<file path="src/rtl/mem_pipe.sv">
// Byte-enabled single-port memory with a fully pipelined read path of RD_LAT cycles.
// Optional whole-array clear engine is built only when MEM_PIPE_CLR_EN is defined.
module mem_pipe #(
  parameter int DATA_W = 32,
  parameter int ADDR_W = 4,
  parameter int RD_LAT = 1
) (
  input  logic                  CLK,
  input  logic                  RST,
  input  logic                  EN,
  input  logic                  W_R,
  input  logic [ADDR_W-1:0]     Address,
  input  logic [DATA_W-1:0]     Data_In,
  input  logic [DATA_W/8-1:0]   BE,
  input  logic                  CLR,
  output logic                  Ready,
  output logic                  BUSY,
  output logic [DATA_W-1:0]     Data_Out,
  output logic                  Valid_Out
);

  localparam int DEPTH = 2**ADDR_W;
  localparam int NB    = DATA_W/8;

  logic [DATA_W-1:0] mem_q [DEPTH];
  logic [DATA_W-1:0] pipe_data_q [RD_LAT];
  logic [RD_LAT-1:0] pipe_vld_q;

  logic              busy_s;
  logic              clr_we_s;
  logic [ADDR_W-1:0] clr_addr_s;
  logic              accept_s;
  logic              wr_acc_s;
  logic              rd_acc_s;

`ifdef MEM_PIPE_CLR_EN
  typedef enum logic {
    IDLE  = 1'b0,
    CLEAR = 1'b1
  } clr_state_e;

  clr_state_e        state_q;
  logic [ADDR_W-1:0] cnt_q;
  logic              busy_q;

  // Clear sequencer: one zero write per cycle, ascending, single pass; CLR ignored while clearing.
  always_ff @(posedge CLK or negedge RST) begin
    if (!RST) begin
      state_q <= IDLE;
      cnt_q   <= '0;
      busy_q  <= 1'b0;
    end else begin
      case (state_q)
        IDLE: begin
          if (CLR) begin
            state_q <= CLEAR;
            busy_q  <= 1'b1;
            cnt_q   <= '0;
          end
        end
        CLEAR: begin
          if (&cnt_q) begin
            state_q <= IDLE;
            busy_q  <= 1'b0;
            cnt_q   <= '0;
          end else begin
            cnt_q <= cnt_q + ADDR_W'(1);
          end
        end
        default: begin
          state_q <= IDLE;
          busy_q  <= 1'b0;
          cnt_q   <= '0;
        end
      endcase
    end
  end

  assign busy_s     = busy_q;
  assign clr_we_s   = (state_q == CLEAR);
  assign clr_addr_s = cnt_q;
`else
  logic unused_clr_s;

  assign unused_clr_s = CLR;
  assign busy_s       = 1'b0;
  assign clr_we_s     = 1'b0;
  assign clr_addr_s   = '0;
`endif

  assign Ready    = ~busy_s;
  assign BUSY     = busy_s;
  assign accept_s = EN & ~busy_s;
  assign wr_acc_s = accept_s & W_R;
  assign rd_acc_s = accept_s & ~W_R;

  // Array storage has no reset; writes are held off while RST is low so a reset aborts a clear cleanly.
  always_ff @(posedge CLK) begin
    if (RST) begin
      if (clr_we_s) begin
        mem_q[clr_addr_s] <= '0;
      end else if (wr_acc_s) begin
        for (int b = 0; b < NB; b++) begin
          if (BE[b]) begin
            mem_q[Address][b*8 +: 8] <= Data_In[b*8 +: 8];
          end
        end
      end
    end
  end

  // Read data is captured at the accepting edge, then delayed RD_LAT-1 more stages; idle stages carry zero.
  always_ff @(posedge CLK or negedge RST) begin
    if (!RST) begin
      pipe_vld_q <= '0;
      for (int s = 0; s < RD_LAT; s++) begin
        pipe_data_q[s] <= '0;
      end
    end else begin
      pipe_vld_q[0]  <= rd_acc_s;
      pipe_data_q[0] <= rd_acc_s ? mem_q[Address] : '0;
      for (int s = 1; s < RD_LAT; s++) begin
        pipe_vld_q[s]  <= pipe_vld_q[s-1];
        pipe_data_q[s] <= pipe_data_q[s-1];
      end
    end
  end

  assign Data_Out  = pipe_data_q[RD_LAT-1];
  assign Valid_Out = pipe_vld_q[RD_LAT-1];

endmodule

</file>
<file path="config.mk">
export PLATFORM = sky130hd
export DESIGN_NAME = mem_pipe
export DESIGN_NICKNAME = d
export VERILOG_FILES = /design/src/rtl/mem_pipe.sv
export SDC_FILE = /design/constraint.sdc
export NUM_CORES = 1
export LEC_CHECK = 0
export ABC_CLOCK_PERIOD_IN_PS = 1600
export BUFFER_PORTS_ARGS = -buffer_cell sky130_fd_sc_hd__buf_2
export CORE_ASPECT_RATIO = 1.75
export CORE_MARGIN = 3
export CORE_UTILIZATION = 56
export DETAILED_ROUTE_END_ITERATION = 6
export MAX_ROUTING_LAYER = met4
export PLACE_DENSITY = 0.73
export SYNTH_ARGS = -nofsm -noshare
export SYNTH_HDL_FRONTEND = slang
export SYNTH_SLANG_ARGS = --single-unit
</file>
<file path="constraint.sdc">
create_clock -name CLK -period 1.6 [get_ports CLK]
set_input_delay 0.32 -clock CLK [delete_from_list [all_inputs] [get_ports CLK]]
set_output_delay 0.32 -clock CLK [all_outputs]
set_load 0.02 [all_outputs]
</file>
# After elaboration in Yosys (flattened, before gate mapping)
# Memories as Yosys holds them, arrays and structs flattened.
# Cells that the tools add are included.
# totals
register_bits	33
latch_bits	0
ramBits	512
romBits	0
inputBits	45
out_inout_bits	35
wordCells	23
n_memories	1
# classes
addsub	0
n_mul	0
n_div	0
order_cmp	0
n_eq_ne	0
n_shift	0
n_mux	17
bitwise_logic	3
reduce_logical	0
# mem_list
memory	depth	width	read_ports	rd_ports_with_merged_regs	wr	line_no	source
mem_q	16	32	1	0	1	25	logic [DATA_W-1:0] mem_q [DEPTH];
# ops
operator	count
$mux 32	1
$mux 1	16
$and 1x1->1	2
$not 1->1	1

# Longest topological paths before layout
# Gate-level depths: netlist of the first run.
# depth
word_depth	4
ltp_mapped	6
ltp_nobuf	3

# Worst setup path before layout of the first run
# No wires, ideal clock.
# synth_timing
path_type	input-to-reg
start	input port Address[1]
end	memory mem_q[14][0], enable pin
t_arrival_ns	1.563
required_time_ns	1.230
path_slack_ns	-0.333
path_stages	6
path_buffers	3
cell_sequence	buf_4 -> buf_6 -> buf_2 -> nor2b_1 -> nand3_1 -> nor2_1
# synth_rtl
item	line_no	source
start, declared	12	input logic [ADDR_W-1:0] Address,
end, declared	25	
# Straight into the memory's write port.

# Worst setup path after layout of the first run
# layout_timing
start	memory mem_q[6][6]
end	register pipe_data_q, in the netlist Data_Out[6]
# layout_between
elab_chain_cells	2
# layout_rtl
item	line_no	source
$mem_v2 16x32	n/a	
$mux 32	121	pipe_data_q[0] <= rd_acc_s ? mem_q[Address] : '0;
end signal, assigned by index	124	pipe_data_q[s] <= pipe_data_q[s-1];
end, declared	26	logic [DATA_W-1:0] pipe_data_q [RD_LAT];
# Every way passes these cells.

==> metrics, run 1 <==
clock period minus final worst setup slack=1460 ps; final routed wirelength across all metal layers=43400 um; Power, Total=27.7 mW; H-Tree Level Count=2; total of fill cells in the finished design=2253; wire length of the first global-routing pass=65600 um; vertical die dimension=261 um; Gate power share=5.6%; layout cell share with drive strength beyond 1=38.0%; final hold violation count=0; Remaining DRCs=0; # rows=92; Placer Congestion=0.833; critical path arrival=1870 ps; total of flip-flops plus latches after synthesis=545; Critical Path RT=2010 ps; CTS sink count=545; layout net count=1254; number of nets in the synthesized netlist=1073; Switch Pwr=5.54 mW; maximum vdd drop=0.793 mV; fraction of the yosys area taken by sequential cells=78.1%; Placeable Area=36300 um^2; headroom to the max-slew limit=58.5%; hold path cells=1; ratio of final minimum period to clock period=91.1%; share of power burned in registers=56.7%; cell type contributing the most total cell area after synthesis=sky130_fd_sc_hd__edfxtp_1; number of warnings printed during yosys synthesis=0; number of antenna violations at the first check in global routing=2; overall track demand over capacity in global routing=23.3%; relative contribution of the clock network to total power=37.8%; vias in the first global route=11024; buffers from clock root to sink, at most=3; clk slew on worst S/H paths=70 ps; setup repair after global routing missed its margin=no; final worst clock skew=10.1 ps; highest fanout seen on the critical path=1; most frequent cells in the layout=sky130_fd_sc_hd__edfxtp_1 (512), sky130_fd_sc_hd__buf_2 (74), sky130_fd_sc_hd__buf_12 (67); clock tree from TritonCTS=done; worst slack, placed=-309 ps; distinct cell type count of the synthesized netlist=25; count of antenna-violating nets left after detailed routing=0; violation count after the first detailed-routing iteration=722; critical path class=reg2reg; status=complete, no violations; synthesized area per cell=20.2 um^2; cell count after synthesis=1028; average routed wire per standard cell=25.3 um; Worst Slack Setup Final=142 ps; final count of negative-setup-slack endpoints=0; number of vias after detailed routing=10195; count of final max-slew check failures=0; aggregate global routing overflow=0; clock latency of the later-clocked register in the worst-skew pair=540 ps; die area=39500 um^2; switching share of power=20.0%; number of cells traversed by the worst register-to-register path=3; Worst setup EP type=flop; final core utilization=69.2%; vias per std cell=5.95; cells taking the most area after synthesis=sky130_fd_sc_hd__edfxtp_1 (74%), sky130_fd_sc_hd__mux4_2 (6.9%), sky130_fd_sc_hd__dfrtp_1 (4.0%); total internal power=22.2 mW; Critical Path Source Type=flop; number of max-cap violations=0; area of the mapped netlist=20700 um^2; Die Span X=151 um; effective utilization at floorplan=57.2%; Tightest Pin Transition=622 ps; number of port buffers=76; Achievable Freq=686 MHz; number of top-level pins=80; post-CTS setup buffers=0; half-perimeter wire length of the detailed placement result=29000 um; signed area change from the synthesized netlist to the final layout=21.0%; first-pass iteration count of the detailed router=5; area fraction of the dominant cell type after synthesis=74.1%; maximum number of pins on one net before global-route repair=40; commonest non-fill, non-tap cell in the layout=sky130_fd_sc_hd__edfxtp_1; Static Leak=8.37 nW; number of buffers created by CTS=45; Cell Pwr Density=1100 nW/um^2; hold crit path type=in2reg; Clock Root Buffer=sky130_fd_sc_hd__clkbuf_16
==> final timing paths <==
kind / slack, ps / start / to
worst min register to register: 710 / mem_q[12][22] / Data_Out[22]
worst max-delay path: 140 / mem_q[6][6] / Data_Out[6]
worst max register to register: 140 / mem_q[6][6] / Data_Out[6]
min in group asynchronous: 520 / RST / Data_Out[2]
max in group asynchronous: 650 / RST / Data_Out[19]
worst min-delay path: 150 / Data_In[20] / mem_q[14][20]
==> metrics by stage <==
step	std cells	TNS (ps)	hold slack, ps	cell area, um^2
after floorplan	1028	-7980	24.4	21400
after global placement	1631	-62000	556	23700
after detailed placement	1631	-69940	567	23700
after CTS	1711	0	126	25100
after global routing	1713	0	134	25100
final	1713	0	153	25100
==> worst max-delay path, stage by stage, from the launching register on <==
cell and delay [ps]:
sky130_fd_sc_hd__edfxtp_1 360, sky130_fd_sc_hd__mux4_2 510, sky130_fd_sc_hd__a22oi_1 330, sky130_fd_sc_hd__o31ai_1 130
==> cell type report <==
type | instances | area [um^2] | share of cell area (%)
clock buffer | 62 | 1200 | 4.78
timing repair buffer | 196 | 2130 | 8.50
antenna | 2 | 5.00 | 0.0199
clock inverter | 17 | 176 | 0.703
tap | 470 | 588 | 2.34
multi-input combinational | 421 | 4800 | 19.1
sequential | 545 | 16200 | 64.5
==> flip-flops by register name, summed over array words and instances, names as in the netlist <==
| name | count |
|---|---|
| Valid_Out | 1 |
| mem_q | 512 |
| Data_Out | 32 |
==> cells in the mapped netlist <==
cell type / count
sky130_fd_sc_hd__conb_1: 2
sky130_fd_sc_hd__buf_2: 25
sky130_fd_sc_hd__nand4_1: 1
sky130_fd_sc_hd__buf_6: 7
sky130_fd_sc_hd__dfrtp_1: 33
sky130_fd_sc_hd__nor2b_1: 6
sky130_fd_sc_hd__clkbuf_1: 17
sky130_fd_sc_hd__nor2_1: 67
sky130_fd_sc_hd__and4b_1: 1
sky130_fd_sc_hd__buf_1: 4
sky130_fd_sc_hd__nand2_1: 14
sky130_fd_sc_hd__edfxtp_1: 512
sky130_fd_sc_hd__a22oi_1: 32
sky130_fd_sc_hd__mux2i_1: 64
sky130_fd_sc_hd__or2b_4: 1
sky130_fd_sc_hd__buf_4: 9
sky130_fd_sc_hd__o22ai_1: 32
sky130_fd_sc_hd__nand2b_1: 1
sky130_fd_sc_hd__nand3_1: 6
sky130_fd_sc_hd__o31ai_1: 32
sky130_fd_sc_hd__nor4bb_1: 1
sky130_fd_sc_hd__mux2_2: 64
sky130_fd_sc_hd__mux4_2: 64
sky130_fd_sc_hd__a22o_1: 32
sky130_fd_sc_hd__and3_1: 1
==> kinds of logic after synthesis <==
kind of cell	Yosys count	synth area share (%)
flip-flops	545	78.1
multiplexers	192	13.5
AO/OA/AOI/OAI	128	4.63
AND/OR/NAND/NOR	99	2.03
buffers and inverters	62	1.69
other	2	0.0362
==> power by group through the flow <==
| stage | sequential (mW) | combinational (mW) | clock, mW |
|---|---|---|---|
| global route | 15.7 | 1.64 | 11.2 |
| floorplan | 16.1 | 0.780 | 0 |
| finish | 15.7 | 1.54 | 10.5 |
| detailed placement | 16.0 | 1.54 | 0 |
| global placement | 16.0 | 1.51 | 0 |
| CTS | 15.7 | 1.56 | 10.7 |
==> metal layers <==
layer / global-route usage [%] / wire length [um] / vias to the layer above / share of wire (%)
met5: - / 0 / - / 0
met4: 7.65 / 1330 / 0 / 3.1
met3: 2.97 / 1860 / 88 / 4.3
met2: 40.8 / 24100 / 294 / 56
met1: 28.0 / 16100 / 5252 / 37
li1: - / - / 4561 / -
==> what timing repair did <==
action | 4_1_cts | 5_1_grt
hold buffers | 1 | 0
endpoints found under the hold margin | 21 | 0
resized for setup | 0 | 0
(Power assumes the default switching activity.)
==> run 2: changes to the inputs <==
CORE_UTILIZATION = 37   (was 56)
PLACE_DENSITY = 0.52   (was 0.73)
==> run 2 against run 1 <==
- the run now ends with negative hold slack left
- maximum frequency decreased by 3.5%
- critical path depth down 2
- highest routed layer unchanged
- register-to-register slack better by 70 ps
- utilization down 22 points
- clock power up 16%
- sequential cell count is the same
- power is 6.3% higher
- count of clock-buffer cells in the layout is 4 lower
- design area up 4.2%
- non-clock buffer count is 25 higher
==> metrics, run 2 (synthesis gave the netlist of run 1 again) <==
status=finished, violations left; violated checks=negative hold slack; vias per std cell=5.17; violation count after the first detailed-routing iteration=581; Tightest Pin Transition=1140 ps; number of buffers created by CTS=47; family of cells with the greatest summed delay on the critical path=flip-flops; Worst Slack Setup Final=89.6 ps; hold crit path type=in2async; final count of negative-setup-slack endpoints=0; clock latency of the later-clocked register in the worst-skew pair=570 ps; number of buffers inserted for hold repair after clock tree synthesis=0; Achievable Freq=662 MHz; Critical Path RT=1280 ps; share of power burned in registers=53.3%; commonest non-fill, non-tap cell in the layout=sky130_fd_sc_hd__edfxtp_1; Critical Path, Cell by Cell=buf_2; critical path class=reg2out; headroom to the max-slew limit=23.8%; highest fanout seen on the critical path=1; Worst R2R End=Data_Out[11]; Critical Path Source Type=flop; Critical path buffers and inverters=1; overall track demand over capacity in global routing=16.9%; maximum vdd drop=0.744 mV; Cell Pwr Density=1130 nW/um^2; Power, Total=29.5 mW; final worst clock skew=8.48 ps; number of cells traversed by the worst register-to-register path=3; number of antenna violations at the first check in global routing=2; number of max-cap violations=0; buffers from clock root to sink, at most=3; Area after DPL=24500 um^2; die area=59100 um^2; layout net count=1281; Placer Congestion=0.748; worst slack, placed=-328 ps; Static Leak=8.71 nW; number of port buffers=76; vias in the first global route=11099; area of all placed cells without fillers=26200 um^2; count of final max-slew check failures=0; beginning of the critical path=Data_Out[31]; Worst setup endpoint=Data_Out[31]; final core utilization=47.3%; Placeable Area=55300 um^2; clock period minus final worst setup slack=1510 ps; quantity of gates resized following cts=0; wire length of the first global-routing pass=71200 um; post-CTS setup buffers=0; ratio of final minimum period to clock period=94.4%; standard cell with the maximum stage delay on the critical path=sky130_fd_sc_hd__dfrtp_1; register containing the most flip-flops in the final layout=mem_q; # rows=114; final routed wirelength across all metal layers=47600 um; worst flop-to-flop path startpoint=mem_q[7][11]; layout cell share with drive strength beyond 1=40.3%; first-pass iteration count of the detailed router=5; critical path arrival=1190 ps; switching share of power=19.9%; vertical die dimension=319 um; Stages on worst setup path=1; setup repair after global routing missed its margin=no; Worst setup EP type=output port; Switch Pwr=5.87 mW; number of vias after detailed routing=10195; Hold Worst Slack=-13.9 ps; half-perimeter wire length of the detailed placement result=32300 um; number of flip-flops under the largest register name=512; largest stage delay on the critical path=400 ps; relative contribution of the clock network to total power=41.5%; setup slack, reg-to-reg=210 ps; aggregate global routing overflow=0; Gate power share=5.2%; total internal power=23.6 mW; clk slew on worst S/H paths=70 ps; H-Tree Level Count=2; maximum number of pins on one net before global-route repair=34; Remaining DRCs=0; average routed wire per standard cell=24.1 um; signed area change from the synthesized netlist to the final layout=26.1%; number of top-level pins=80; count of antenna-violating nets left after detailed routing=0; final hold violation count=17; clock tree from TritonCTS=done; most frequent cells in the layout=sky130_fd_sc_hd__edfxtp_1 (512), sky130_fd_sc_hd__buf_12 (89), sky130_fd_sc_hd__buf_2 (74); CTS sink count=545; Clock Root Buffer=sky130_fd_sc_hd__clkbuf_16; Die Span X=185 um; effective utilization at floorplan=37.5%
==> run 2: worst min path at each step <==
| stage | end | cells after the start | startpoint | slack, ps |
|---|---|---|---|---|
| after floorplan | Data_Out[0] | 0 | RST | 20 |
| after global placement | Data_Out[3] | 2 | RST | 620 |
| after detailed placement | Data_Out[5] | 2 | RST | 630 |
| after CTS | Valid_Out | 2 | RST | 4 |
| after global routing | Data_Out[5] | 2 | RST | 40 |
| final | Data_Out[5] | 2 | RST | -10 |
==> run 2: layout make-up <==
cell class,instances,area [um^2]
antenna,2,5.00
clock buffer,58,1280
clock inverter,29,393
fill,4633,29200
multi-input combinational,421,4820
sequential,545,16200
tap,696,871
timing repair buffer,221,2590
==> run 2: metrics by stage <==
stage / TNS, ps / instances
3_5_place_dp: -90890 / 1883
2_1_floorplan: -7980 / 1028
3_3_place_gp: -88420 / 1883
4_1_cts: 0 / 1970
5_1_grt: 0 / 1972
6_report: 0 / 1972
==> run 2: metal layers <==
metal	wire length (um)	up-vias	share of wire [%]	global-route usage, %
met3	1690	73	3.5	2.48
met2	26700	182	56	31.0
met5	0	-	0	-
met4	1010	0	2.1	4.51
li1	-	4620	-	-
met1	18200	5320	38	19.0
==> run 2: power groups by stage <==
stage / Combinational, mW / Clock [mW] / Sequential, mW
2_1_floorplan: 0.780 / 0 / 16.1
3_3_place_gp: 1.55 / 0 / 16.0
3_5_place_dp: 1.58 / 0 / 16.0
4_1_cts: 1.58 / 12.6 / 15.7
5_1_grt: 1.66 / 13.1 / 15.7
6_report: 1.54 / 12.2 / 15.7
==> run 2: worst register-to-register path, cell delays in order, from the launching register on <==
cell and delay (ps):
sky130_fd_sc_hd__edfxtp_1 370, sky130_fd_sc_hd__mux4_2 480, sky130_fd_sc_hd__a22oi_1 300, sky130_fd_sc_hd__o31ai_1 120
